**config.mk**
```make
export PLATFORM = sky130hd
export DESIGN_NAME = cpu_step_ctrl
export DESIGN_NICKNAME = d
export VERILOG_FILES = /design/src/rtl/cpu_clk_pkg.sv /design/src/rtl/sync_debounce.sv /design/src/rtl/cpu_step_ctrl.sv
export SDC_FILE = /design/constraint.sdc
export NUM_CORES = 1
export LEC_CHECK = 0
export ABC_CLOCK_PERIOD_IN_PS = 1320
export CORE_UTILIZATION = 46
export CTS_BUF_LIST = sky130_fd_sc_hd__clkbuf_2
export DETAILED_ROUTE_END_ITERATION = 12
export PLACE_DENSITY_LB_ADDON = 0.15
export SKIP_CTS_REPAIR_TIMING = 1
export SLEW_MARGIN = 20
export SYNTH_ARGS = -nofsm -noshare
export SYNTH_HDL_FRONTEND = slang
export SYNTH_HIERARCHICAL = 1
export SYNTH_SLANG_ARGS = --single-unit
```
**constraint.sdc**
```tcl
create_clock -name clock -period 1.32 [get_ports clock]
set_input_delay 0.132 -clock clock [delete_from_list [all_inputs] [get_ports clock]]
set_output_delay 0.132 -clock clock [all_outputs]
set_load 0.005 [all_outputs]
```
**src/rtl/cpu_clk_pkg.sv**
```systemverilog
// cpu_clk_pkg: shared FSM state encoding and default parameters for the
// processor clock-enable controller.
package cpu_clk_pkg;
    typedef enum logic [1:0] {S_IDLE, S_HELD, S_RUN} state_t;
    localparam int DB_TICKS_DEF = 4;
    localparam int RUN_DIV_DEF  = 1;
    localparam int CNT_W_DEF    = 16;
endpackage

```
**src/rtl/sync_debounce.sv**
```systemverilog
// sync_debounce: 2-flop synchroniser followed by a tick-sampled debouncer that
// accepts a new level only after DB_TICKS consecutive disagreeing samples.
module sync_debounce
    import cpu_clk_pkg::*;
#(
    parameter int DB_TICKS = DB_TICKS_DEF
) (
    input  logic clock,
    input  logic reset,
    input  logic i_tick,
    input  logic i_raw,
    output logic o_db
);
    localparam int CW = $clog2(DB_TICKS);
    logic          r_s1, r_s2, r_db;
    logic [CW-1:0] r_cnt;
    always_ff @(posedge clock or posedge reset) begin
        if (reset) begin
            r_s1  <= 1'b0;
            r_s2  <= 1'b0;
            r_db  <= 1'b0;
            r_cnt <= '0;
        end else begin
            r_s1 <= i_raw;
            r_s2 <= r_s1;
            if (i_tick) begin
                if (r_s2 == r_db) r_cnt <= '0;
                else if (r_cnt == CW'(DB_TICKS - 1)) begin
                    r_db  <= r_s2;
                    r_cnt <= '0;
                end else r_cnt <= r_cnt + 1'b1;
            end
        end
    end
    assign o_db = r_db;
endmodule

```
**src/rtl/cpu_step_ctrl.sv**
```systemverilog
// cpu_step_ctrl: step/run clock-enable controller issuing one-clock cpu_en pulses.
// Define STEP_COUNT_EN to build the step_count pulse counter (else tied to 0).
module cpu_step_ctrl
    import cpu_clk_pkg::*;
#(
    parameter int DB_TICKS = DB_TICKS_DEF,
    parameter int RUN_DIV  = RUN_DIV_DEF,
    parameter int CNT_W    = CNT_W_DEF
) (
    input  logic             clock,
    input  logic             reset,
    input  logic             tick,
    input  logic             btn_step,
    input  logic             sw_run,
    output logic             cpu_en,
    output logic             running,
    output logic [CNT_W-1:0] step_count
);
    localparam int RW = RUN_DIV > 1 ? $clog2(RUN_DIV) : 1;
    state_t          r_state, w_next;
    logic            w_db_step, w_db_run, w_pulse, w_run_hit, r_cpu_en, r_running;
    logic [RW-1:0]   r_rcnt;

    sync_debounce #(.DB_TICKS(DB_TICKS)) u_db_step (
        .clock(clock), .reset(reset), .i_tick(tick), .i_raw(btn_step), .o_db(w_db_step)
    );
    sync_debounce #(.DB_TICKS(DB_TICKS)) u_db_run (
        .clock(clock), .reset(reset), .i_tick(tick), .i_raw(sw_run), .o_db(w_db_run)
    );

    assign w_run_hit = tick && (r_rcnt == RW'(RUN_DIV - 1));

    // Run wins over step; leaving run with the button down parks in S_HELD.
    always_comb begin
        w_next  = r_state;
        w_pulse = 1'b0;
        case (r_state)
            S_IDLE: if (w_db_run) w_next = S_RUN;
                    else if (w_db_step) begin
                        w_next  = S_HELD;
                        w_pulse = 1'b1;
                    end
            S_HELD: if (w_db_run) w_next = S_RUN;
                    else if (!w_db_step) w_next = S_IDLE;
            S_RUN:  if (!w_db_run) w_next = w_db_step ? S_HELD : S_IDLE;
                    else w_pulse = w_run_hit;
            default: w_next = S_IDLE;
        endcase
    end

    always_ff @(posedge clock or posedge reset) begin
        if (reset) begin
            r_state   <= S_IDLE;
            r_cpu_en  <= 1'b0;
            r_running <= 1'b0;
            r_rcnt    <= '0;
        end else begin
            r_state   <= w_next;
            r_cpu_en  <= w_pulse;
            r_running <= (w_next == S_RUN);
            r_rcnt    <= (r_state != S_RUN) ? '0 : !tick ? r_rcnt : w_run_hit ? '0 : r_rcnt + 1'b1;
        end
    end

    assign cpu_en  = r_cpu_en;
    assign running = r_running;

`ifdef STEP_COUNT_EN
    logic [CNT_W-1:0] r_step_count;
    always_ff @(posedge clock or posedge reset) begin
        if (reset) r_step_count <= '0;
        else if (w_pulse) r_step_count <= r_step_count + 1'b1;
    end
    assign step_count = r_step_count;
`else
    assign step_count = '0;
`endif
endmodule

```
### After elaboration in Yosys (flattened, before gate mapping)

Index checks and enable logic that the tools add are counted.

| storage, ports and cells | value |
|---|---|
| input port bits | 5 |
| output and inout port bits | 18 |
| bits in registers | 15 |

| cells by class | value |
|---|---|
| muxes and demuxes | 18 |
| eq/ne operators | 8 |
| reduce and logical (&&, ||, !) cells | 5 |
| $add $sub $neg | 3 |
| bitwise gates (word level) | 3 |

Operators with widths:

| cell | number |
|---|---|
| 2-bit two-way mux | 9 |
| 2-bit equality test, second input constant | 4 |
| 1-bit two-way mux | 7 |
| 2-bit case mux with 3 select lines | 1 |
| 3-bit AND reduction | 2 |
| 2-bit by 1-bit adder with 2-bit output, second input constant | 2 |
| 1-bit inverter | 3 |
| 1-bit equality test | 2 |
| 2-bit by 1-bit equality test with 1-bit output, second input constant | 1 |
| 2-bit zero test | 1 |
| 2-bit inequality test, second input constant | 1 |
| 1-bit case mux with 2 select lines | 1 |
| 2-bit nonzero test | 1 |
| 1-bit adder, second input constant | 1 |
| 1-bit logical AND | 1 |

### Logic depth before layout (Yosys ltp)

Gate-level depths: netlist (run 1).

| logic depth | value |
|---|---|
| depth after elaboration | 5 |
| depth in mapped cells | 3 |

### Cells and area by module

Netlist (run 1), hierarchy kept.

By module, submodules not included:

| module | cells each | area an instance (um2) | instances | seq. area each (um2) |
|---|---|---|---|---|
| sync_debounce | 16 | 197.7 | 2 | 125.1 |
| cpu_step_ctrl | 31 | 311.5 | 1 | 125.1 |

### Least setup slack after synthesis (run 1)

Ideal clock, no wire load.

| timing path | value |
|---|---|
| path kind | register -> register |
| start point | reg u_db_run.r_cnt[0] |
| end point | reg u_db_run.r_cnt[0] |
| stages on the path, launching flop included | 4 |
| slack | 0.223 ns |
| arrival | 1.015 ns |
| data required time | 1.238 ns |
| path through | dfrtp_1 ha_1 or3b_1 o22ai_1 |

| on the way | value |
|---|---|
| longest elaborated chain between the ends | 3 |
| elaborated cells between the ends (all ways) | 4 |
| those cells by class | add/sub (1); eq/ne (1); mux (2) |

RTL lines:

| what | RTL line | source |
|---|---|---|
| start: declaration | sync_debounce.sv:16 | `logic [CW-1:0] r_cnt;` |
| start signal: assignment | sync_debounce.sv:31 | `end else r_cnt <= r_cnt + 1'b1;` |
| 2-bit by 1-bit adder with 2-bit output / 2-bit equality test (equally long branches) | sync_debounce.sv:31, sync_debounce.sv:28 |  |
| 2-bit two-way mux (*) | sync_debounce.sv:28 | `else if (r_cnt == CW'(DB_TICKS - 1)) begin` |
| 2-bit two-way mux (*) | sync_debounce.sv:27 | `if (r_s2 == r_db) r_cnt <= '0;` |

Every way passes the cells marked *; elsewhere a longest branch is shown, timed or not.
A chain may end at the register's enable or synchronous reset.

### Worst setup path after layout (run 1)

| timing path | value |
|---|---|
| start point | reg r_running, in the netlist running |
| end point | out running |

RTL lines:

| what | RTL line | source |
|---|---|---|
| start: declaration | cpu_step_ctrl.sv:21 | `logic w_db_step, w_db_run, w_pulse, w_run_hit, r_cpu_en, r_running;` |
| start signal: assignment | cpu_step_ctrl.sv:60 | `r_running <= (w_next == S_RUN);` |
| end: declaration | cpu_step_ctrl.sv:16 | `output logic running,` |

No word-level cell between the ends.

==> metrics.cfg, run 1 <==
[cells_and_area]
seq_area_um2 = 375
synthToLayoutAreaGrowth_pct = 6.37
top_regs = r_state: 2 flops, u_db_run/r_cnt: 2 flops, u_db_step/r_cnt: 2 flops
fin_nets = 81
fin_util_pct = 55.0
antenna_cells = 0
fin_area_um2 = 752
multi_input_area_um2 = 238
layout-drive-gt1-share_pct = 9.59
final.fill_count = 135

[power_and_ir_drop]
power_density_nw_per_um2 = 1780
irDropWorstVdd_mv = 1.16
leakagePower_nw = 0.392
power_mw = 1.34

[synth]
ys_seq_elements = 15
synthTopCellsByCount = buf_4, dfrtp_1, inv_1
syn_inst = 63
synth_warnings = 6
synth_top_cell_area_share_pct = 53.1
synth.area.top_cells = dfrtp_1, buf_4, inv_1
synth_top_area_cell = dfrtp_1
ys.flop_type = dfrtp_1
yosysUniqueCellTypes = 15
async_reset_ff_share_pct = 100
synth_most_common_cell = buf_4
syn_avg_cell_area_um2 = 11.2
ys_seq_area_share_pct = 53.1
synth_edf_count = 0
synth_area_um2 = 707

[detailed_routing]
avgRoutedWirePerCell_um = 9.94
drc = 0
routed_wl_um = 875
vias_per_cell = 4.47
drt_iter0_markers = 4
vias = 393
dr.pass1.iters = 3
ant_nets = 0

[setup_path]
rrSetupSlack_ns = 0.14
r2r-end = u_db_step/r_cnt[0]$_DFFE_PP0P_
cp_data_required_time_ns = 1.19
critPathLaunchType = register
slowest_stage = clkdlybuf4s50_1
crit_family = buffers and inverters
arrival_ns = 1.10
worst-path-buf-inv = 1
crit_chain = clkdlybuf4s50_1
critical_path_class = reg2out
cpPeakStageDelay_ns = 0.49
worst_r2r_startpoint = u_db_step/r_cnt[0]$_DFFE_PP0P_
r2r_cells = 3
worstPathMaxFanout = 1
critPathCaptureType = output port

[sta]
rsz0062_at_grt = no
finalCritPeriodShare_pct = 93.1
fmax_mhz = 814
slew_violations = 0
fin_worst_skew_ns = 0.0138
setup_violations = 0
hold_violations = 0
post-route-min-period_ns = 1.23

[global_route]
grt_pass1_vias = 361
grt_max_degree = 11
track_usage_pct = 14.8
antenna_found_initial = 0
grt_pass1_wl_um = 1570
grt_overflow = 0

[clock_tree]
cts_tree = yes
clk_pin_slew_ns = 0.15
cts_max_level = 1
cts_root_buf = clkbuf_2
cts.sinks = 15
clock_latency_ns = 0.27
numCtsBuffers = 3
clk_path_buf_depth = 2

[die]
die_w_um = 41.2
die-area_um2 = 1700
row_count = 13
core-area_um2 = 1370
start_util_pct = 51.7
io_pins = 23
die_h_um = 41.2

[placed_design]
gp_congestion = 0.685
dp_hpwl_um = 687
io_buffers = 6
place_area_um2 = 729

[flow_run]
maxCapViolCount = 0

[run_status]
outcome = complete, no violations

[min_path]
hold_class = in2async

==> cell type report <==
class | instances | share of cell area, %
Timing Repair Buffer | 7 | 9.32
Clock inverter | 1 | 0.666
Inverter | 8 | 3.99
Clock buffer | 3 | 2.00
Multi-Input combinational cell | 39 | 31.6
Sequential cell | 15 | 49.9
Tap cell | 15 | 2.50
==> metrics by stage <==
step / hold slack (ns) / TNS [ns] / setup slack (ns) / instances
floorplan: -0.0895 / 0 / 0.223 / 78
global placement: 0.333 / 0 / 0.00347 / 84
detailed placement: 0.346 / -0.0612 / -0.0370 / 84
CTS: 0.0922 / 0 / 0.0721 / 88
global route: 0.105 / 0 / 0.00338 / 88
finish: 0.107 / 0 / 0.0917 / 88
==> layout by cell type (no fill, tap or decap), types with 2 or more instances in the layout <==
cell type	netlist	layout
conb_1	1	16
dfrtp_1	15	15
inv_1	8	8
clkdlybuf4s50_1	0	5
nand2_1	4	4
o22ai_1	4	4
or3b_1	3	3
clkbuf_2	0	3
a21boi_0	2	2
mux2_2	2	2
xnor2_1	2	2
ha_1	2	2
==> power by group <==
group	switching (mW)	internal, mW
sequential	0.132	0.616
combinational	0.157	0.223
clock	0.140	0.0686
total	0.429	0.908
==> per-layer routing <==
layer	track usage (%)	wire, um
met1	20.5	410
met2	21.5	409
met3	4.89	55
met4	4.84	0
met5	0	0
==> how the worst max path moves through the flow <==
stage	start	to	slack, ns	cells after the start
2_1_floorplan	u_db_run/r_cnt[0]$_DFFE_PP0P_	u_db_run/r_cnt[0]$_DFFE_PP0P_	0.22	3
3_3_place_gp	tick	u_db_run/r_cnt[0]$_DFFE_PP0P_	0.003	3
3_5_place_dp	tick	u_db_step/r_cnt[0]$_DFFE_PP0P_	-0.04	3
4_1_cts	cpu_en$_DFF_PP0_	cpu_en	0.07	1
5_1_grt	running$_DFF_PP0_	running	0.003	1
6_report	running$_DFF_PP0_	running	0.09	1
==> cells by family (layout without fill, tap and decap cells) <==
| family | Yosys count | after routing | synth area share [%] |
|---|---|---|---|
| AOI/OAI and AO/OA | 8 | 8 | 7.43 |
| xor gates and xnor gates | 2 | 2 | 2.48 |
| adders and majority gates | 2 | 2 | 3.54 |
| buffers and inverters | 24 | 19 | 21.2 |
| DFF | 15 | 15 | 53.1 |
| muxes | 2 | 2 | 3.19 |
| other | 1 | 16 | 0.530 |
| and+or+nand+nor | 9 | 9 | 8.50 |
Note: power is estimated with default switching activity, not from simulation.
==> run 2: changes to the inputs <==
--- a/config.mk
+++ b/config.mk
@@ -6,6 +6,7 @@
 export NUM_CORES = 1
 export LEC_CHECK = 0
 export ABC_CLOCK_PERIOD_IN_PS = 1320
+export CAP_MARGIN = 30
 export CORE_UTILIZATION = 46
 export CTS_BUF_LIST = sky130_fd_sc_hd__clkbuf_2
 export DETAILED_ROUTE_END_ITERATION = 12
==> results of run 2 <==
Same layout as run 1: the final DEF is identical, and so are final timing and power.
